<file path="src/rtl/pong_game_ctrl.sv">
`default_nettype none
// ============================================================================
// Module      : pong_game_ctrl
// Description : Pong game flow controller for serve, play, point and game-over.
// Revision    : 1.0 - initial release
// ============================================================================
module pong_game_ctrl #(
  parameter int SERVE_CLKS = 25_000_000,
  parameter int POINT_CLKS = 50_000_000,
  parameter int WIN_SCORE  = 7
) (
  input  logic       clk,
  input  logic       rst_n,
  input  logic       start,
  input  logic       miss_left,
  input  logic       miss_right,
  output logic       ball_enable,
  output logic       ball_recenter,
  output logic       serve_dir,
  output logic [3:0] score_left,
  output logic [3:0] score_right,
  output logic       game_over,
  output logic       winner,
  output logic [2:0] state
);

  localparam int MAX_CLKS = (SERVE_CLKS > POINT_CLKS) ? SERVE_CLKS : POINT_CLKS;
  localparam int CNT_W    = (MAX_CLKS > 1) ? $clog2(MAX_CLKS) : 1;
  localparam logic [CNT_W-1:0] SERVE_LAST = CNT_W'(SERVE_CLKS - 1);
  localparam logic [CNT_W-1:0] POINT_LAST = CNT_W'(POINT_CLKS - 1);
  localparam logic [CNT_W-1:0] CNT_ONE    = CNT_W'(1);
  localparam logic [3:0]       WIN        = 4'(WIN_SCORE);

  typedef enum logic [2:0] {
    IDLE  = 3'd0,
    SERVE = 3'd1,
    PLAY  = 3'd2,
    POINT = 3'd3,
    OVER  = 3'd4
  } state_t;

  state_t           st;
  logic [CNT_W-1:0] cnt;

  assign state = st;

  always_ff @(posedge clk or negedge rst_n) begin
    if (!rst_n) begin
      st            <= IDLE;
      cnt           <= '0;
      score_left    <= '0;
      score_right   <= '0;
      serve_dir     <= 1'b0;
      ball_enable   <= 1'b0;
      ball_recenter <= 1'b0;
      game_over     <= 1'b0;
      winner        <= 1'b0;
    end else begin
      ball_recenter <= 1'b0;
      ball_enable   <= 1'b0;
      case (st)
        IDLE, OVER: begin
          if (start) begin
            st            <= SERVE;
            cnt           <= '0;
            score_left    <= '0;
            score_right   <= '0;
            serve_dir     <= 1'b0;
            game_over     <= 1'b0;
            winner        <= 1'b0;
            ball_recenter <= 1'b1;
          end
        end
        SERVE: begin
          if (cnt == SERVE_LAST) begin
            st          <= PLAY;
            cnt         <= '0;
            ball_enable <= 1'b1;
          end else begin
            cnt <= cnt + CNT_ONE;
          end
        end
        PLAY: begin
          ball_enable <= 1'b1;
          // Simultaneous misses cancel: nobody scores, the rally is replayed.
          if (miss_left && miss_right) begin
            st          <= POINT;
            cnt         <= '0;
            ball_enable <= 1'b0;
          end else if (miss_left) begin
            score_right <= score_right + 4'd1;
            serve_dir   <= 1'b1;
            cnt         <= '0;
            ball_enable <= 1'b0;
            if (score_right + 4'd1 == WIN) begin
              st        <= OVER;
              game_over <= 1'b1;
              winner    <= 1'b1;
            end else begin
              st <= POINT;
            end
          end else if (miss_right) begin
            score_left  <= score_left + 4'd1;
            serve_dir   <= 1'b0;
            cnt         <= '0;
            ball_enable <= 1'b0;
            if (score_left + 4'd1 == WIN) begin
              st        <= OVER;
              game_over <= 1'b1;
              winner    <= 1'b0;
            end else begin
              st <= POINT;
            end
          end
        end
        POINT: begin
          if (cnt == POINT_LAST) begin
            st            <= SERVE;
            cnt           <= '0;
            ball_recenter <= 1'b1;
          end else begin
            cnt <= cnt + CNT_ONE;
          end
        end
        default: begin
          st  <= IDLE;
          cnt <= '0;
        end
      endcase
    end
  end

endmodule
`default_nettype wire

</file>
<file path="config.mk">
export PLATFORM = sky130hd
export DESIGN_NAME = pong_game_ctrl
export DESIGN_NICKNAME = d
export VERILOG_FILES = /design/src/rtl/pong_game_ctrl.sv
export SDC_FILE = /design/constraint.sdc
export NUM_CORES = 1
export LEC_CHECK = 0
export CORE_MARGIN = 2
export CORE_UTILIZATION = 30
export CTS_CLUSTER_SIZE = 8
export DETAILED_ROUTE_END_ITERATION = 10
export GPL_TIMING_DRIVEN = 0
export PLACE_DENSITY = 0.58
export RECOVER_POWER = 100
export SLEW_MARGIN = 20
export SYNTH_ARGS = -nofsm -noshare
export SYNTH_HDL_FRONTEND = slang
export SYNTH_SLANG_ARGS = --single-unit
export TNS_END_PERCENT = 30
</file>
<file path="constraint.sdc">
create_clock -name clk -period 5.7 [get_ports clk]
set_input_delay 0.855 -clock clk [delete_from_list [all_inputs] [get_ports clk]]
set_output_delay 0.855 -clock clk [all_outputs]
set_load 0.02 [all_outputs]
</file>
[Word-level counts from Yosys, hierarchy flattened]
Cells that the tools add are included.
Word-level totals
  flip-flop bits (word level): 42
  latch bits: 0
  bits in writable memories: 0
  ROM bits: 0
  input bits: 5
  output and inout port bits: 16
  logic and storage cells: 89
  memories: 0
Operators by class
  add/sub/neg operators: 3
  multiply operators: 0
  divide/modulo/power cells: 0
  magnitude comparators: 0
  eq/ne operators: 19
  shifts and indexed selects: 0
  mux-type cells: 48
  bitwise gates (word level): 0
  reduce and logical (&&, ||, !) cells: 10
Operators with widths (count)
  $mux W26: 6
  $pmux W26 S4: 1
  $add A26 B1 Y26 const B: 1
  $eq A26 B25 Y1 const B: 1
  $eq A26 B26 Y1 const B: 1
  $mux W3: 8
  $mux W4: 6
  $mux W1: 19
  $pmux W4 S2: 2
  $ne A2 B2 Y1 const B: 7
  $pmux W3 S4: 1
  $reduce_and A4 Y1: 3
  $pmux W1 S2: 5
  $ne A3 B3 Y1 const B: 3
  $add A4 B1 Y4 const B: 2
  $eq A4 B3 Y1 const B: 2
  $eq A3 B2 Y1 const B: 2
  $reduce_and A6 Y1: 1
  $reduce_and A5 Y1: 1
  $ne A4 B4 Y1 const B: 1
  $eq A3 B1 Y1 const B: 1
  $eq A3 B3 Y1 const B: 1
  $logic_not A3 Y1: 1
  $reduce_and A2 Y1: 1
  other kinds (3): 3

[Depth between registers and ports, before layout]
  depth in word-level cells: 7
  depth in mapped cells: 8
  mapped depth without buffers: 7

[Worst setup path before layout]
Ideal clock, no wire load.
  kind: in2reg
  start: in miss_left
  end: reg cnt[3]
  setup time: 0.121 ns
  data arrival time: 2.659 ns
  setup slack: 2.920 ns
  stages on the path: 6
  cells stage by stage: clkbuf_1 or4b_2 a21oi_1 clkbuf_1 nor3_1 a22o_1
On the way
  cells in the longest elaborated chain, start to end: 3
  elaborated cells between the ends (all ways): 6
Ends and longest elaborated chain
  start, declared: RTL line 15  | input logic miss_left,
  $mux W26 or $logic_and A1 B1 Y1 (tied branches): RTL line 90, 86
  $mux W26 or $ne A4 B4 Y1 (tied branches)
  $pmux W26 S4 or $reduce_and A2 Y1 (tied branches)
  end signal, assigned: RTL line 80  | cnt <= cnt + CNT_ONE;
  end signal, assigned: RTL line 122  | cnt <= cnt + CNT_ONE;
  end, declared: RTL line 43  | logic [CNT_W-1:0] cnt;
Several ways; a longest one is shown, not always the timed one.
A chain may end at the register's enable or synchronous reset.

[Final worst setup path]
  start: in miss_right
  end: reg cnt[11]
On the way
  cells in the longest elaborated chain, start to end: 3
  elaborated cells between the ends (all ways): 5
Ends and longest elaborated chain
  start, declared: RTL line 16  | input logic miss_right,
  $logic_and A1 B1 Y1: RTL line 86  | if (miss_left && miss_right) begin
  $mux W26 or $ne A4 B4 Y1 (tied branches)
  $pmux W26 S4 or $reduce_and A2 Y1 (tied branches)
Several ways; a longest one is shown, not always the timed one.

==> summary by stage <==
Status
The flow ran to the end, and the final reports show no timing, DRC or antenna violations.

Pwr
The fraction of power spent switching nets is 23.0%. The static leakage is 0.00111 uW. The sequential share of power is between 50% and 60%. The switching power total is 134 uW.

The share of total power dissipated in the clock network is ~40%. The worst supply voltage drop on vdd is 0.0000871 V. Per report_power, the combinational group accounts for 5.5% of the total. The design draws slightly below 600 uW.

The power density normalized to cell area is about 210 mW/mm^2. The internal power of the cells totals 450 uW.

Timing
The transition time of the tightest slew-check pin is 1360 ps. Headroom to the max-slew limit came out at 9.09%. The clock period could shrink to 3440 ps. The setup TNS is 0 ps.

The maximum clock frequency is 291 MHz. The count of final setup violators is 0. Dividing the final minimum period by the clock period gives 60.4%. The tightest hold margin is 509 ps. Setup repair after global routing left no endpoint under its margin.

The final-report max-slew violation count is 0. Across the routed clock network, the largest skew measured is 7.84 ps. The number of hold violations in the final report is 0.

Worst hold path
The hold path startpoint is game_over. The class of the worst hold path is reg2reg.

Global route
The number of global-route vias before repair came to 2004. Entering global routing, the biggest net connects 27 pins. For this run, global-route usage on met3 was measured as between 3 and 4%. The first global-routing pass estimated 9850 um of wire.

The global-route usage over all layers is around 14%. Global routing consumed, on the met1 layer, 19.0% of the routing resources. After global routing, the most crowded layer is met2. The initial antenna violation count is 0. Global routing used about 23% of the available met2 tracks. The total grt overflow is 0.

Floorplan
The die extent in x is between 90 and 100 um. The core region is 0.00773 mm^2. The initial utilization of the core area, before any placement, comes to 31.0%.

The die is 93.4 um tall. The initialized floorplan defines 32 standard-cell rows. The number of primary I/O pins is 21.

The die covers 0.00872 mm^2.

Clock network
The clock reaches the later pin of the worst-skew pair after 300 ps. The clock passes through at most 2 buffers. The clock-pin slew of the registers on the worst-case setup and hold paths is around 80 ps. After clock tree synthesis, the setup repair step added 0 buffers. The number of clock buffers added by TritonCTS is 5. The clock drives 42 sinks. Gates resized during post-CTS repair numbered 0. TritonCTS built the clock tree. The hold buffer count at CTS is 0. The cell at the root of the clock tree is clkbuf_8. The H-tree depth reported by CTS is 2.

Logic synthesis
The register bit total from synthesis is 42. Synthesis handed over a netlist of roughly 270 instances. In the synthesized netlist the dominant register cell turns out to be dfrtp_1. Summing the areas of all compound-gate instances in the mapped netlist gives around 14% of the synthesized area. Sequential elements use 43.8% of the synthesized area.

The top cell type by total area after synthesis is dfrtp_1. Summing the areas of all fa, ha and maj instances in the mapped netlist gives about 2.6% of the synthesized area. Synthesis produced a netlist with a net count of between 200 and 300. In this run the mean area of a mapped cell was 8.91 um^2. Yosys instantiated no cell more often than dfrtp_1.

The Yosys step of the flow raised 0 warnings. The largest family of logic cells by synthesized area is simple AND/OR/NAND/NOR gates. The number of distinct standard cells referenced by the synthesized netlist is 44. The xor and xnor fraction of the mapped netlist area is under 10%. The area share of the leading cell type in the synthesized netlist is a little over two fifths. The combined area of all synthesized cells is 0.00240 mm^2.

The count of flip-flops with a built-in enable after synthesis is 0. Sorting the synthesized cells by how often they occur yields dfrtp_1, nand2_1, nor2_1. Ranked by total cell area, the synthesized netlist is headed by dfrtp_1, xnor2_1, o21ai_0, nand2_1, nor2_1. In the synthesized netlist the async set-or-reset flop fraction comes to 100%.

The multiplexer share of the synthesized area is 0.418%. The area fraction in and, or, nand and nor cells after synthesis is between 20% and 30%.

Layout
Measured on the finished design, the core utilization comes to 36.4%. The final-layout fill cell count is 804. The growth of design area from synthesis to finish is 17.2%.

In the final design database the tool counted 306 nets. Once layout is done, the placed cells without fillers occupy approximately 0.0028 mm^2. The number of antenna diodes in the final layout is 0. The layout cell share with drive strength beyond 1 is roughly 4.7%.

Worst setup path
The largest individual stage delay along the critical path comes from the cell or4b_2. The capturing element type of the critical path is a register. STA puts the critical path data arrival time at approximately 3600 ps. The highest net fanout along the worst path is 10. The class of the most critical setup path is in2reg. The startpoint of the most critical register-to-register path is state[1]. On the worst path, the slowest cell contributes a delay of approximately 650 ps. The most numerous cell type found on the critical path is nor2_1. Traced cell by cell, the critical path runs through dlygate4sd3_1 > or4b_2 > a21oi_1 > clkbuf_1 > nor2_1 > xnor2_1 > nor2_1. The timing startpoint of the critical path is miss_right. Data on the critical path is required at its endpoint by 5890 ps. The critical path startpoint category is an input port.

Route
The detailed-routing iteration count for the pre-antenna-repair pass is 4. The aggregate routed wire length is 5570 um. The violation count after the first detailed-route iteration is 124. Dividing the detail-routed via count by the number of cells gives 5.21. The detailed-route wire length per cell is around 14 um. The count of nets left with antenna violations once routing finished came out at 0. The routed layout has 2079 vias. The DRC violation count after routing is 0.

Placed design
The count of input and output buffers is 19. After detailed placement, the total cell area comes to 0.00274 mm^2. The detailed placer's ending HPWL is 3990 um. At the end of routability-driven placement, the weighted congestion stood at 0.812.

Flow run
The number of max-cap violations is 0.
critical path, delay by kind of cell:
| kind | cells | cell delay, ps |
|---|---|---|
| AND/OR/NAND/NOR | 3 | 830 |
| AO/OA/AOI/OAI | 1 | 650 |
| buffers and inverters | 2 | 1100 |
| XOR/XNOR | 1 | 190 |
registers in the layout (all words and copies together), names as in the netlist:
name / flops
winner: 1
score_right: 4
ball_enable: 1
ball_recenter: 1
score_left: 4
game_over: 1
serve_dir: 1
cnt: 26
state: 3
stage by stage:
stage / instances / worst slack [ps]
floorplan: 269 / 2920
global placement: 390 / 2110
detailed placement: 391 / 2110
CTS: 399 / 2420
global route: 399 / 2100
finish: 399 / 2260
area by class of cell:
cell class | instances | area (um^2) | share of cell area [%]
timing repair buffer | 20 | 188 | 6.68
inverter | 8 | 30.0 | 1.07
tap | 102 | 128 | 4.54
clock buffer | 7 | 76.3 | 2.72
clock inverter | 1 | 30.0 | 1.07
sequential | 42 | 1050 | 37.4
multi-input combinational | 206 | 1250 | 44.5
buffer | 13 | 56.3 | 2.00
metal layers:
| metal | share of wire [%] | vias up |
|---|---|---|
| met5 | 0 | - |
| met4 | 1.1 | 0 |
| met3 | 3.5 | 4 |
| met2 | 47 | 30 |
| met1 | 49 | 1016 |
| li1 | - | 1029 |
cell families after synthesis:
logic type,after synthesis
flip-flops,42
AND/OR/NAND/NOR,134
AO/OA/AOI/OAI,49
multiplexers,1
buffers and inverters,21
XOR/XNOR,17
adder cells (fa/ha/maj),5
power by group through the flow:
stage / Combinational (uW) / Sequential [uW] / Clock (uW)
floorplan: 16.9 / 322 / 0
global placement: 33.4 / 323 / 0
finish: 32.2 / 317 / 235
detailed placement: 36.0 / 323 / 0
global route: 37.3 / 319 / 261
CTS: 36.3 / 317 / 244
path summary, 6_finish.rpt:
path | to | slack [ps] | cells after the start
setup / recovery | cnt[11] | 2260 | 7
hold / removal | game_over | 510 | 1
setup reg to reg | cnt[11] | 2780 | 7
hold reg to reg | game_over | 510 | 1
max in group asynchronous | cnt[3] | 3380 | 2
min in group asynchronous | score_left[2] | 840 | 1
cells in the final DEF (no fill, tap or decap), types with 3 or more instances in the layout:
master         synthesis  final
inv_1                  8      8
a21o_1                 4      4
a21oi_1                4      4
or2_2                  3      3
nand4_1               11     11
o31ai_1                3      3
xnor2_1               16     16
nand2b_1               5      5
nand2_1               25     25
and4_1                 3      3
dfrtp_1               42     42
or3_1                  3      3
dlygate4sd3_1          0     17
nor3_1                16     16
clkbuf_8               0      5
or4_1                  6      6
clkbuf_1              10     16
nor2_1                25     25
nor3b_1                3      3
nand3_1               18     18
ha_1                   5      5
nor4_1                 7      7
o21ai_0               20     20
No activity file was read; power rests on OpenSTA's default activity.
